[src/rtl/fifo_rd_packer.sv]
// Read-side packer for the async FIFO: pops DSIZE-bit entries and emits PACK of them as
// one wide word on a valid/ready stream.
// Optional feature macro: RD_PACK_FLUSH_EN adds a flush input that emits a partial word.
module fifo_rd_packer #(
   parameter int unsigned DSIZE = 8,
   parameter int unsigned PACK  = 4,
   localparam int unsigned CW   = $clog2(PACK + 1)
) (
`ifdef RD_PACK_FLUSH_EN
   input  logic                  flush,
`endif
   input  logic                  rd_clk,
   input  logic                  rd_rst_n,
   input  logic [DSIZE-1:0]      rd_data,
   input  logic                  rd_empty,
   output logic                  rd_en,
   output logic [DSIZE*PACK-1:0] out_data,
   output logic [CW-1:0]         out_count,
   output logic                  out_valid,
   input  logic                  out_ready
);

   localparam int unsigned OW = DSIZE * PACK;
   // The last lane is never stored: it goes straight from rd_data into the output word.
   localparam int unsigned AW = DSIZE * (PACK - 1);
   localparam logic [CW-1:0] LastLane = CW'(PACK - 1);

   logic [CW-1:0] cnt_q, cnt_d;
   logic [AW-1:0] acc_q, acc_d;
   logic [OW-1:0] odata_q, odata_d;
   logic [CW-1:0] ocount_q, ocount_d;
   logic          ovalid_q, ovalid_d;
   logic          last_lane, xfer, stall, pop;
`ifdef RD_PACK_FLUSH_EN
   logic          pend_q, pend_d;
`endif

   // Pop control: only the completing pop waits for the output slot.
   always_comb begin
      last_lane = (cnt_q == LastLane);
      xfer      = ovalid_q & out_ready;
      stall     = last_lane & ovalid_q & ~out_ready;
      pop       = rd_rst_n & ~rd_empty & ~stall;
`ifdef RD_PACK_FLUSH_EN
      pop       = pop & ~pend_q;
`endif
   end

   assign rd_en     = pop;
   assign out_data  = odata_q;
   assign out_count = ocount_q;
   assign out_valid = ovalid_q;

   // Next-state: lane fill, word completion, output handshake and optional flush.
   always_comb begin
      cnt_d    = cnt_q;
      acc_d    = acc_q;
      odata_d  = odata_q;
      ocount_d = ocount_q;
      ovalid_d = ovalid_q;
`ifdef RD_PACK_FLUSH_EN
      pend_d   = pend_q;
`endif
      if (xfer) begin
         ovalid_d = 1'b0;
      end
      if (pop) begin
         if (last_lane) begin
            // A transfer on this same edge frees the slot, so there is no bubble.
            odata_d  = {rd_data, acc_q};
            ocount_d = CW'(PACK);
            ovalid_d = 1'b1;
            cnt_d    = '0;
            acc_d    = '0;
         end else begin
            acc_d[int'(cnt_q) * DSIZE +: DSIZE] = rd_data;
            cnt_d = cnt_q + CW'(1);
         end
      end
`ifdef RD_PACK_FLUSH_EN
      if (flush && (cnt_q != '0)) begin
         pend_d = 1'b1;
      end
      if (pend_q && (!ovalid_q || xfer)) begin
         pend_d = 1'b0;
         if (cnt_q != '0) begin
            // Unfilled lanes are already zero because the accumulator clears per word.
            odata_d  = OW'(acc_q);
            ocount_d = cnt_q;
            ovalid_d = 1'b1;
            cnt_d    = '0;
            acc_d    = '0;
         end
      end
`endif
   end

   // State registers; reset discards any partial word.
   always_ff @(posedge rd_clk or negedge rd_rst_n) begin
      if (!rd_rst_n) begin
         cnt_q    <= '0;
         acc_q    <= '0;
         odata_q  <= '0;
         ocount_q <= '0;
         ovalid_q <= 1'b0;
`ifdef RD_PACK_FLUSH_EN
         pend_q   <= 1'b0;
`endif
      end else begin
         cnt_q    <= cnt_d;
         acc_q    <= acc_d;
         odata_q  <= odata_d;
         ocount_q <= ocount_d;
         ovalid_q <= ovalid_d;
`ifdef RD_PACK_FLUSH_EN
         pend_q   <= pend_d;
`endif
      end
   end

endmodule

[config.mk]
export PLATFORM = sky130hd
export DESIGN_NAME = fifo_rd_packer
export DESIGN_NICKNAME = d
export VERILOG_FILES = /design/src/rtl/fifo_rd_packer.sv
export SDC_FILE = /design/constraint.sdc
export NUM_CORES = 1
export LEC_CHECK = 0
export CORE_MARGIN = 1
export CORE_UTILIZATION = 45
export DETAILED_ROUTE_END_ITERATION = 12
export GPL_TIMING_DRIVEN = 1
export MAX_ROUTING_LAYER = met4
export PLACE_DENSITY = 0.73
export SYNTH_ARGS = -nofsm -noshare
export SYNTH_HDL_FRONTEND = slang
export SYNTH_SLANG_ARGS = --single-unit
[constraint.sdc]
create_clock -name rd_clk -period 2.2 [get_ports rd_clk]
set_input_delay 0.33 -clock rd_clk [delete_from_list [all_inputs] [get_ports rd_clk]]
set_output_delay 0.33 -clock rd_clk [all_outputs]
set_load 0.03 [all_outputs]
Word-level counts from Yosys, hierarchy flattened
Cells that the tools add are included.
{ "word_totals": {"ff_bits": 61, "output_inout_bits": 37, "inputBits": 12, "word_cells": 25} }
{ "classes": {"addsub": 2, "muxes": 6, "n_reduce_logical": 1, "n_shift": 2, "n_bitwise": 8, "eq_ne": 1} }
{ "op_table": {"columns": ["operator", "n"], "rows": [
  ["negator 6 -> 34 bit", 1],
  ["variable shift 8 x 34 -> 24 bit (first input constant)", 1],
  ["indexed part select 8 x 34 -> 24 bit", 1],
  ["bitwise mux 24 bit", 1],
  ["two-way mux 24 bit", 1],
  ["bitwise AND 1 bit", 5],
  ["adder 3 x 1 -> 3 bit (second input constant)", 1],
  ["== test 3 x 2 -> 1 bit (second input constant)", 1],
  ["two-way mux 1 bit", 3],
  ["two-way mux 3 bit", 1],
  ["inverter 1 bit", 3],
  ["AND reduction 2 bit", 1]
]} }

Longest topological paths before layout
{ "depth": {"ltp_word": 6, "depth_mapped": 7, "ltp_nobuf": 7} }

Least setup slack after synthesis
No wires, ideal clock.
{ "synth_timing": {"path_kind": "register to register", "start": "register cnt_q[0]", "end": "register acc_q[0]", "path_buffers": 0, "stages_incl_launch_ff": 8, "arrival_time_ps": 1900, "slack_ps": 179, "cell_sequence": "dfrtp_1 > inv_1 > ha_1 > ha_1 > nor4b_2 > nand2_1 > o21a_2 > a22o_1"} }
{ "synth_via": {"elab_chain_cells": 5, "word_cells_on_any_way": 10, "cone_classes": "add/sub (1); eq/ne (1); shift (2); mux (2); bitwise (4)"} }
{ "synth_rtl": {"columns": ["item", "line_no", "source"], "rows": [
  ["start: declaration", "28", "logic [CW-1:0] cnt_q, cnt_d;"],
  ["start signal: assignment", "110", "cnt_q <= cnt_d;"],
  ["parallel branches: the longest is 5 deep, another holds negator 6 -> 34 bit", null, null],
  ["end signal: assignment", "102", "acc_q <= '0;"],
  ["end signal: assignment", "111", "acc_q <= acc_d;"],
  ["end: declaration", "29", "logic [AW-1:0] acc_q, acc_d;"]
]} }
Several ways; the timed one is not identified.
A chain may end at the register's enable or synchronous reset.

Worst setup path after layout
{ "layout_timing": {"start": "register cnt_q[0]", "end": "output rd_en"} }
{ "layout_via": {"elab_chain_cells": 5} }
{ "layout_rtl": {"columns": ["item", "line_no", "source"], "rows": [
  ["== test 3 x 2 -> 1 bit", "40", "last_lane = (cnt_q == LastLane);"],
  ["bitwise AND 1 bit (2 in series)", "42", "stall = last_lane & ovalid_q & ~out_ready;"],
  ["inverter 1 bit", "43", "pop = rd_rst_n & ~rd_empty & ~stall;"],
  ["bitwise AND 1 bit", "43", null],
  ["end: declaration", "16", "output logic rd_en,"]
]} }
No other way between the ends.

==> run metrics <==
met1 wire length between 2000 and 2500 µm; Setup Fix Bufs, Post-CTS 0; I/O Pins between 40 and 50; Reg clk slew, reported paths roughly 0.060 ns; leakage 1.60 nW; die area between 5000 and 6000 µm²; core area 5470 µm²; critical path peak fanout 8; CTS max path bufs 2; Site Rows 27; CTS Buf Count 9; initial antenna violation count 0; worst slew pin tran 0.751 ns; Setup CP Type register to output port; detailed-route via count around 1600; DP Cell Count approximately 330; hold slack final ~0.17 ns; CTS-repair resized insts 0; distinct cell type count after synthesis 32; FF-to-FF End acc_q[1]$_DFFE_PN0P_; number of global-route vias before repair roughly 1700; Synth Area per Inst between 10 and 15 µm²; pin count of the biggest net entering global routing 62; Slew HR about half; WL met2 between 2000 and 2500 µm; Ys Warns 0; xor and xnor area share after synthesis 0%; htree depth 3; Synth Instances 211; RSZ-0062 raised after global routing false; status finished, final reports clean; final worst path period need 2.03 ns; FF+latch count, synth 61; most frequent cells after synthesis dfrtp_1 (61), nand2_1 (36), inv_1 (19), o21ai_1 (18); vias per inst around 4.8; post-route setup slack approximately 0.17 ns; # diodes 0; Setup TNS Final 0 ns; mapped cell area roughly 2600 µm²; Max VDD drop 551 µV; # setup viols final 0; R2R Setup Slk between 0.15 and 0.2 ns; startpoint type of the worst setup path register; clock sinks 61; post-synthesis mux area share 13.3%; Hold WC Path Type primary input to asynchronous set/reset pin; Max-Cap Viols 0; total grt overflow 0; Synth Area in Compound Gates approximately 8.3%; post-synth top area share about three fifths; area grow syn2layout 28.0%; Setup crit end kind output port; largest family of logic cells by synthesized area multiplexers; clk_lat worst skew roughly 0.33 ns; initial core utilization a little under half; endpoints failing hold 0; Nets 283; Total GRT Usage 18.1%; Design Area, Final ~3300 µm²; First-pass DRT Iterations 4; Synth Area in Adders ~2.4%; pwr/cell area around 1300 nW/µm²; FF-to-FF path depth 7; clock skew around 0.0046 ns; Required @ worst endpoint 1.87 ns; ys async rst share 100%; Seq/Total Area, Yosys between 50% and 60%; cell chosen for the clock root clkbuf_8; Synth Area in Simple Gates 11.3%; first-pass GRT wire length 8030 µm; DR DRC count 0; crit path from cnt_q[0]$_DFFE_PN0P_; Post-synth EDFFs 0; Post-synth top flop dfrtp_1; final HPWL from detailed placement approximately 3200 µm; I/O Buffers 46; worst r2r src cnt_q[1]$_DFFE_PN0P_; Max Fclk between 400 and 500 MHz; max-slew violations 0; GP Congestion between 0.8 and 0.9; Hold Buf Count CTS 0; setup slack at placement between 0.2 and 0.25 ns; top cell type by total area after synthesis dfrtp_1; die height 77.4 µm; antenna-violating nets left 0; DR top layer met4; routed wl met3 192 µm; Starting DRT DRC Count between 80 and 90; final wirelength approximately 4700 µm; layout cells sized above 1 between 10% and 20%; Placed Instance Area between 3000 and 4000 µm²; top cells by area in the synthesized netlist dfrtp_1 (60%), mux2_1 (7.1%), mux2i_1 (6.3%), nand2_1 (5.3%), o21ai_1 (3.5%); crit share post-route between 90% and 100%; final cell count without fillers between 300 and 400; most frequent cell after synthesis dfrtp_1; TritonCTS clock tree yes; Chip Width 77.4 µm; Worst Path Arrival about 1.7 ns; Wirelength per Cell approximately 14 µm
==> state kept, by name, summed over array words and instances (netlist names) <==
name	cells
acc_q	24
cnt_q	3
out_count	1
out_data	32
out_valid	1
==> worst max-delay path: stages (launching register included) <==
cell and delay [ns]:
dfrtp_1 0.34, buf_4 0.17, ha_1 0.20, nand2b_1 0.13
o21ai_1 0.30, inv_2 0.07, buf_4 0.17
==> cell families (layout without fill, tap and decap cells) <==
kind of cell | after synthesis | after routing
and+or+nand+nor | 53 | 53
muxes | 32 | 32
buffers and inverters | 28 | 86
adders and majority gates | 5 | 5
AOI/OAI and AO/OA | 31 | 31
DFF | 61 | 61
other | 1 | 2
==> cells in the final DEF, fill, tap and decap left out, drive strengths merged, types with 2 or more instances in the layout <==
cell type      count
mux2i             16
nand2             36
nand3              2
mux2              16
conb               2
nand2b             3
inv               20
nor3               2
nor2               2
dfrtp             61
ha                 5
clkbuf             9
buf                7
a22o               8
o21ai             21
clkinv             5
and3               2
clkdlybuf4s50     44
==> cell type report <==
cell class / instances / area [µm²]
fill: 446 / 2200
sequential: 61 / 1530
multi-input combinational: 123 / 910
timing repair buffer: 51 / 490
clock buffer: 9 / 124
tap: 72 / 90.1
inverter: 20 / 75.1
clock inverter: 6 / 55.1
==> through the flow <==
step | util (%) | power (mW)
global placement | 56.5 | 3.25
finish | 59.8 | 4.18
floorplan | - | 2.67
detailed placement | 56.5 | 3.29
global route | 59.8 | 4.44
CTS | 59.8 | 4.23
==> worst max-delay path by stage <==
stage / to / slack [ns] / cells past startpoint
floorplan: acc_q[0]$_DFFE_PN0P_ / 0.18 / 7
global placement: acc_q[4]$_DFFE_PN0P_ / 0.27 / 7
detailed placement: acc_q[3]$_DFFE_PN0P_ / 0.21 / 7
CTS: rd_en / 0.16 / 6
global route: rd_en / 0.05 / 6
finish: rd_en / 0.17 / 6
==> report_power, final <==
part           internal, mW  switching (mW)  total [mW]
registers              1.49           0.169        1.66
clock network         0.506           0.412       0.918
logic                 0.676           0.923        1.60
==> routing by layer <==
layer  GRT usage [%]  up-vias
met5               -        -
li1                -      812
met4            8.30        0
met3            4.12       11
met1            24.1      765
met2            26.5       42
No activity file was read; power rests on OpenSTA's default activity.
